## config.mk

```make
export PLATFORM = sky130hd
export DESIGN_NAME = result_monitor
export DESIGN_NICKNAME = d
export VERILOG_FILES = /design/src/rtl/result_monitor_pkg.sv /design/src/rtl/result_expect_ram.sv /design/src/rtl/result_monitor.sv
export SDC_FILE = /design/constraint.sdc
export NUM_CORES = 1
export LEC_CHECK = 0
export BUFFER_PORTS_ARGS = -buffer_cell sky130_fd_sc_hd__buf_2
export CAP_MARGIN = 20
export CORE_UTILIZATION = 55
export CTS_CLUSTER_DIAMETER = 30
export DETAILED_ROUTE_END_ITERATION = 7
export GPL_TIMING_DRIVEN = 1
export PLACE_DENSITY = 0.76
export SETUP_SLACK_MARGIN = 0.5
export SLEW_MARGIN = 25
export SYNTH_ARGS = -nofsm -noshare
export SYNTH_HDL_FRONTEND = slang
export SYNTH_SLANG_ARGS = --single-unit
```

## constraint.sdc

```tcl
create_clock -name Clk -period 6.1 [get_ports Clk]
set_clock_uncertainty 0.2 [all_clocks]
set_input_delay 0.305 -clock Clk [delete_from_list [all_inputs] [get_ports Clk]]
set_output_delay 0.305 -clock Clk [all_outputs]
set_load 0.05 [all_outputs]
```

## src/rtl/result_monitor_pkg.sv

```systemverilog
// Shared types and constants for the result monitor and its expected-vector store.
package result_monitor_pkg;

  typedef enum logic [2:0] {
    ST_IDLE = 3'd0,
    ST_RUN  = 3'd1,
    ST_PASS = 3'd2,
    ST_FAIL = 3'd3,
    ST_TMO  = 3'd4
  } state_e;

  // cycle_count sticks here instead of wrapping
  localparam logic [31:0] CYC_SAT = 32'hFFFF_FFFF;

  // Index width of the expected-vector store
  function automatic int idxw(input int depth);
    return (depth > 1) ? $clog2(depth) : 1;
  endfunction

endpackage

```

## src/rtl/result_expect_ram.sv

```systemverilog
// Expected-vector store: one synchronous write port, one combinational read port, no reset.
module result_expect_ram
  import result_monitor_pkg::*;
#(
  parameter int DEPTH = 16,
  parameter int DW    = 64
) (
  input  logic                     clk_i,
  input  logic                     we_i,
  input  logic [idxw(DEPTH)-1:0]   waddr_i,
  input  logic [DW-1:0]            wdata_i,
  input  logic [idxw(DEPTH)-1:0]   raddr_i,
  output logic [DW-1:0]            rdata_o
);

  logic [DW-1:0] mem_q [DEPTH];

  // Write lands at the rising edge; contents survive reset
  always_ff @(posedge clk_i) begin
    if (we_i) begin
      mem_q[waddr_i] <= wdata_i;
    end
  end

  assign rdata_o = mem_q[raddr_i];

endmodule

```

## src/rtl/result_monitor.sv

```systemverilog
// Self-checking monitor: detects change events on enabled result channels and
// compares them in order against the stored expected vectors.
module result_monitor
  import result_monitor_pkg::*;
#(
  parameter int WIDTH   = 32,
  parameter int NCH     = 2,
  parameter int DEPTH   = 16,
  parameter int TIMEOUT = 4096
) (
  input  logic                       Clk,
  input  logic                       Rst,
  input  logic [NCH*WIDTH-1:0]       obs,
  input  logic [NCH-1:0]             ch_en,
  input  logic                       start,
  input  logic                       exp_we,
  input  logic [$clog2(DEPTH)-1:0]   exp_addr,
  input  logic [NCH*WIDTH-1:0]       exp_data,
  input  logic [$clog2(DEPTH):0]     exp_count,
  output logic                       busy,
  output logic                       done,
  output logic                       pass,
  output logic                       fail,
  output logic                       timed_out,
  output logic [$clog2(DEPTH):0]     event_idx,
  output logic [NCH-1:0]             mismatch_mask,
  output logic [NCH*WIDTH-1:0]       fail_value,
  output logic [31:0]                cycle_count
);

  localparam int          IDXW      = idxw(DEPTH);
  localparam int          VW        = NCH * WIDTH;
  localparam logic [31:0] IDLE_LAST = 32'(TIMEOUT - 1);

  state_e          state_q, state_d;
  logic [VW-1:0]   obs_q;
  logic [IDXW:0]   cnt_q, cnt_d;
  logic [IDXW:0]   idx_q, idx_d;
  logic [IDXW:0]   idx_inc;
  logic [31:0]     cyc_q, cyc_d;
  logic [31:0]     idle_q, idle_d;
  logic [NCH-1:0]  mmask_q, mmask_d;
  logic [VW-1:0]   fval_q, fval_d;

  logic [VW-1:0]   en_mask;
  logic [VW-1:0]   exp_rd;
  logic [NCH-1:0]  chan_mm;
  logic            change;
  logic            ram_we;

  // Writes are locked out while a check is running
  assign ram_we = exp_we && (state_q != ST_RUN);

  result_expect_ram #(
    .DEPTH (DEPTH),
    .DW    (VW)
  ) u_ram (
    .clk_i   (Clk),
    .we_i    (ram_we),
    .waddr_i (exp_addr),
    .wdata_i (exp_data),
    .raddr_i (idx_q[IDXW-1:0]),
    .rdata_o (exp_rd)
  );

  // Expand channel enables to bit masks and flag per-channel mismatches
  always_comb begin
    en_mask = '0;
    chan_mm = '0;
    for (int k = 0; k < NCH; k++) begin
      en_mask[k*WIDTH +: WIDTH] = {WIDTH{ch_en[k]}};
      chan_mm[k] = ch_en[k] && (obs[k*WIDTH +: WIDTH] != exp_rd[k*WIDTH +: WIDTH]);
    end
  end

  assign change  = |((obs ^ obs_q) & en_mask);
  assign idx_inc = idx_q + (IDXW+1)'(1);

  // Previous-cycle obs; tracked in every state so the baseline is the value seen with start
  always_ff @(posedge Clk) begin
    obs_q <= obs;
  end

  // State and bookkeeping registers
  always_ff @(posedge Clk) begin
    if (Rst) begin
      state_q <= ST_IDLE;
      cnt_q   <= '0;
      idx_q   <= '0;
      cyc_q   <= '0;
      idle_q  <= '0;
      mmask_q <= '0;
      fval_q  <= '0;
    end else begin
      state_q <= state_d;
      cnt_q   <= cnt_d;
      idx_q   <= idx_d;
      cyc_q   <= cyc_d;
      idle_q  <= idle_d;
      mmask_q <= mmask_d;
      fval_q  <= fval_d;
    end
  end

  // Next-state: arm on start, walk events in RUN, settle in a verdict state
  always_comb begin
    state_d = state_q;
    cnt_d   = cnt_q;
    idx_d   = idx_q;
    cyc_d   = cyc_q;
    idle_d  = idle_q;
    mmask_d = mmask_q;
    fval_d  = fval_q;

    // Cycle counter runs from arming until the next reset or re-arm
    if (state_q != ST_IDLE && cyc_q != CYC_SAT) begin
      cyc_d = cyc_q + 32'd1;
    end

    if (state_q == ST_RUN) begin
      if (cnt_q == '0) begin
        state_d = ST_PASS;
      end else if (change) begin
        // An event beats a timeout expiring in the same cycle
        idle_d = '0;
        if (chan_mm == '0) begin
          idx_d = idx_inc;
          if (idx_inc == cnt_q) begin
            state_d = ST_PASS;
          end
        end else begin
          state_d = ST_FAIL;
          mmask_d = chan_mm;
          fval_d  = obs;
        end
      end else if (idle_q == IDLE_LAST) begin
        state_d = ST_TMO;
      end else begin
        idle_d = idle_q + 32'd1;
      end
    end else if (start) begin
      state_d = ST_RUN;
      cnt_d   = exp_count;
      idx_d   = '0;
      cyc_d   = '0;
      idle_d  = '0;
      mmask_d = '0;
      fval_d  = '0;
    end
  end

  assign busy          = (state_q == ST_RUN);
  assign pass          = (state_q == ST_PASS);
  assign fail          = (state_q == ST_FAIL);
  assign timed_out     = (state_q == ST_TMO);
  assign done          = pass | fail | timed_out;
  assign event_idx     = idx_q;
  assign mismatch_mask = mmask_q;
  assign fail_value    = fval_q;
  assign cycle_count   = cyc_q;

endmodule

```

## Word-level counts from Yosys, hierarchy flattened

Memory sizes are Yosys's and may differ from the RTL's. A register that Yosys moved wholly into a read port is not among the register bits.
Index checks and enable logic that the tools add are counted.

| operators by class | value |
|---|---|
| reduce and logical (&&, ||, !) cells | 14 |
| bitwise logic cells | 5 |
| equal/unequal tests | 17 |
| add/sub/neg operators | 3 |
| multiplexer cells | 34 |

Operator list:

| operator | count |
|---|---|
| 2-to-1 mux 64 bit | 5 |
| 2-to-1 mux 32 bit | 8 |
| adder 32 x 1 -> 32 bit, second input constant | 2 |
| bitwise AND 64 bit | 1 |
| inequality test 32 bit | 2 |
| OR reduction 64 bit | 1 |
| XOR 64 bit | 1 |
| == test 32 x 12 -> 1 bit, second input constant | 1 |
| inequality test 32 bit, second input constant | 1 |
| 2-to-1 mux 5 bit | 5 |
| 2-to-1 mux 3 bit | 7 |
| 2-to-1 mux 2 bit | 5 |
| 2-to-1 mux 4 bit | 2 |
| AND reduction 4 bit | 2 |
| == test 3 x 2 -> 1 bit, second input constant | 2 |
| AND reduction 3 bit | 2 |
| adder 5 x 1 -> 5 bit, second input constant | 1 |
| == test 5 bit | 1 |
| zero test 5 bit | 1 |
| inequality test 5 x 4 -> 1 bit, second input constant | 1 |
| logical AND 1 bit | 4 |
| inequality test 2 x 1 -> 1 bit, second input constant | 2 |
| inequality test 2 bit, second input constant | 2 |
| inequality test 4 x 1 -> 1 bit, second input constant | 1 |
| 11 further kinds | 13 |

| storage, ports and cells | value |
|---|---|
| memories | 1 |
| output and inout port bits | 108 |
| flip-flop bits (word level) | 207 |
| memory bits (writable) | 1024 |
| input port bits | 143 |

Memory list:

| name | depth | bits a word | rd ports | clocked after memory_dff | write ports | line | RTL |
|---|---|---|---|---|---|---|---|
| u_ram.mem_q | 16 | 64 | 1 | 1 | 1 | result_expect_ram.sv:16 | `logic [DW-1:0] mem_q [DEPTH];` |

## Depth between registers and ports, before layout

| logic depth | value |
|---|---|
| word-level depth | 9 |
| gate-level depth with buffers | 18 |
| depth with buffers taken out | 10 |

## Cells and area by module

Synthesis repeated with hierarchy kept, for this count alone.

| second synthesis, totals | value |
|---|---|
| cell total of the unflattened synthesis | 2587 |
| area total of the unflattened synthesis | 47381.7 µm² |

By module, submodules not included:

| module | cells an instance | times used | area an instance (µm²) | sequential area each (µm²) |
|---|---|---|---|---|
| result_expect_ram | 1583 | 1 | 38300.5 | 30749.5 |
| result_monitor | 1004 | 1 | 9081.2 | 4144.0 |

## Least setup slack after synthesis

No wires, ideal clock.

| timing | value |
|---|---|
| path type | flip-flop to flip-flop |
| start point | reg state_q[0] |
| end point | mem u_ram.mem_q[0][0], enable pin |
| arrival time | 5.467 ns |
| path buffers | 1 |
| stages on the path, launching flop included | 7 |
| setup time | 0.565 ns |
| slack | -0.132 ns |
| cell sequence | dfxtp_1 -> inv_1 -> or3_1 -> clkbuf_1 -> nand2_1 -> or3_1 -> nor3_1 |

| between the ends | value |
|---|---|
| word-level cells in the longest chain between the ends | 4 |

Ends and longest elaborated chain:

| item | line | RTL |
|---|---|---|
| start, declared | result_monitor.sv:35 | `state_e state_q, state_d;` |
| start signal, assigned | result_monitor.sv:95 | `state_q <= state_d;` |
| inequality test 3 x 1 -> 1 bit | result_monitor.sv:52 | `assign ram_we = exp_we && (state_q != ST_RUN);` |
| logical AND 1 bit | result_monitor.sv:52 |  |
| 2-to-1 mux 1 bit | result_expect_ram.sv:20 | `if (we_i) begin` |
| 2-to-1 mux 1 bit (not written as such) | result_expect_ram.sv:21 | `mem_q[waddr_i] <= wdata_i;` |
| end, declared | result_expect_ram.sv:16 |  |

Every way passes these cells.

==> impl_metrics.env <==
export IMPL_power_density_nw_per_um2=363
export IMPL_slew_headroom_pct=32.2
export IMPL_grt_pass1_vias=29438
export IMPL_synthDistinctLibCells=74
export IMPL_synthesis_nets=2884
export IMPL_first_pass_iters=7
export IMPL_worst_ep_arrival_time_ns=5.94
export IMPL_final_nets=3420
export IMPL_die_area_um2=90000
export IMPL_dpl_instance_area_um2=51400
export IMPL_dp_hpwl_um=71400
export IMPL_yosys_most_used_dff="edfxtp_1"
export IMPL_ant_nets=0
export IMPL_final_design_area_no_fill_um2=60200
export IMPL_clk_pin_slew_ns=0.05
export IMPL_synthToLayoutAreaGrowth_pct=23.1
export IMPL_die_x_um=300
export IMPL_ys_seq_area_share_pct=71.6
export IMPL_grt_overflow_total=0
export IMPL_clk_path_buf_depth=3
export IMPL_die_y_um=300
export IMPL_wirelength_um=130000
export IMPL_setup_viol=0
export IMPL_drtIter0Drc=3346
export IMPL_start_util_pct=55.9
export IMPL_finalCritPeriodShare_pct=90.2
export IMPL_leakagePower_nw=20.8
export IMPL_tns_ns=0
export IMPL_grt_start_max_net_pins=78
export IMPL_max_freq_mhz=182
export IMPL_end_kind="register"
export IMPL_io_buffers=250
export IMPL_hold_path_class="input port to register"
export IMPL_min_period_ns=5.50
export IMPL_syn_cell_area_um2=48900
export IMPL_grt_util_all_layers_pct=29.0
export IMPL_critPathMaxFanout=48
export IMPL_outcome="finished, final reports clean"
export IMPL_rows=108
export IMPL_crit_path_start_kind="register"
export IMPL_clock_sinks=1235
export IMPL_cts_tree="yes"
export IMPL_ir_worst_vdd_mv=0.319
export IMPL_ys_async_sr_fraction_pct=0
export IMPL_antenna_found_initial=8
export IMPL_syn_avg_cell_area_um2=17.8
export IMPL_clk_latency_ns=0.80
export IMPL_synth_edff_count=1024
export IMPL_route_detailed_drc=0
export IMPL_p_total_mw=21.9
export IMPL_grt_setup_unrepaired="no"
export IMPL_finalHoldViolations=0
export IMPL_core_area_um2=87400
export IMPL_avgRoutedWirePerCell_um=28.2
export IMPL_final_max_slew_viol_count=0
export IMPL_boundaryPins=251
export IMPL_ys_ff_latch=1235
export IMPL_gp_congestion=0.847
export IMPL_synthCells=2738
export IMPL_route_vias_total=28488
export IMPL_post_route_util_pct=68.8
export IMPL_path_class="register to register"
export IMPL_cp_required_ns=6.53
export IMPL_avgViaCountPerCell=6.17
export IMPL_htreeDepth=4
export IMPL_cts_made_buffers=204
export IMPL_grt_pass1_wl_um=190000
export IMPL_clockRootBuffer="clkbuf_16"
export IMPL_yosys_warnings=0
export IMPL_worst_pin_slew_ns=1.02
export IMPL_drive_gt1_share_pct=27.2
export IMPL_maxCapViolations=0
-- timing repair --
action / 4_1_cts / 5_1_grt
resized for setup: 0 / 0
setup buffers: 0 / 3
endpoints found under the setup margin: 0 / 1
endpoints found under the hold margin: 1172 / 0
hold buffers: 147 / 0
-- cell usage after synthesis, types with 16 or more instances --
cell / n / area (um^2)
xor2_1: 140 / 1230
nand4_1: 27 / 169
nor3_1: 26 / 130
xnor2_1: 83 / 727
clkbuf_1: 34 / 128
nand3_1: 32 / 160
nor2_1: 165 / 619
a21oi_1: 30 / 150
dfxtp_1: 211 / 4220
and3_1: 18 / 113
buf_6: 29 / 327
and2_1: 68 / 425
o21ai_0: 16 / 80.1
a22oi_1: 30 / 225
edfxtp_1: 1024 / 30700
nor4_1: 28 / 175
nand2_1: 78 / 293
mux2i_1: 231 / 2310
mux2_2: 24 / 270
buf_2: 50 / 250
mux4_2: 205 / 4620
-- stage by stage --
step,cells,worst slack [ns],hold slack [ns]
floorplan,2738,1.59,0.133
global placement,4072,0.989,0.250
detailed placement,4072,0.887,0.253
CTS,4604,0.579,0.00796
global route,4612,0.541,0.0395
finish,4615,0.596,0.0553
-- path summary, 6_finish.rpt --
path | from | cells past startpoint | slack [ns] | end
max | register | 12 | 0.60 | state_q[2]
min | Rst | 3 | 0.06 | fail_value[7]
max reg2reg | register | 12 | 0.60 | state_q[2]
min reg2reg | cnt_q[0] | 2 | 0.29 | cnt_q[0]
-- area by class of cell --
cell class	instances	area, um^2
clock buffers	232	5410
clock inverters	153	1770
fillers	5199	27300
diodes	7	17.5
repair buffers	467	3410
multi-input cells	1351	13100
inverters	15	56.3
flip-flops and latches	1235	35000
well taps	1155	1450
-- worst max-delay path, cell delays in order, from the launching register on --
cell           delay (ns)
dfxtp_4              0.84
buf_12               0.37
mux4_2               0.37
mux4_2               0.50
xor2_1               0.18
nor2_1               0.21
o2111ai_1            0.28
nor4_1               0.45
a41oi_2              0.44
nor3b_4              0.48
a21oi_1              0.24
mux2i_1              0.16
dlygate4sd3_1        0.57
-- sequential cells by signal (all words and copies together) (netlist names), named ones only --
name,flops
idle_q,32
mismatch_mask,2
cycle_count,32
u_ram.mem_q,1024
obs_q,64
event_idx,5
fail_value,64
state_q,3
cnt_q,5
-- placed cells by master, fill, tap and decap left out, types with 17 or more instances in the layout --
cell type / instances
nor4_1: 27
inv_6: 25
xnor2_1: 83
buf_2: 250
clkinv_4: 18
a21oi_1: 30
clkbuf_16: 210
clkinv_1: 17
xor2_1: 140
mux2i_1: 231
nand4_1: 27
a22oi_1: 30
mux2_2: 24
and2_1: 68
nor2_1: 152
dlygate4sd3_1: 147
nand2_1: 76
nor3_1: 22
dfxtp_1: 207
clkinv_2: 30
clkinvlp_4: 28
mux4_2: 205
bufinv_16: 24
and3_1: 18
nand3_1: 32
edfxtp_1: 1024
buf_4: 56
-- power by group --
group          internal, mW  leakage, nW  switching, mW  total, mW
logic                 0.269         6.43          0.556      0.825
clock network          7.47         3.44           4.25       11.7
registers              9.27         11.0         0.0503       9.32
-- routing by layer --
layer	part of all wire, %	track usage (%)	wire length (um)	vias to the layer above
met5	0.035	0	45	-
met2	50	48.4	65100	1629
met1	38	37.8	49300	14692
met4	3.2	11.0	4170	6
li1	-	-	-	11862
met3	8.8	5.78	11500	299
-- cells by family after synthesis --
family / after synthesis / share of synthesized area [%]
flops: 1235 / 71.6
simple gates: 502 / 5.18
mux: 464 / 14.8
xor+xnor: 223 / 4.00
compound gates: 159 / 2.32
buf+inv: 152 / 2.02
fa+ha+maj: 3 / 0.0768
Note: power is estimated with default switching activity, not from simulation.
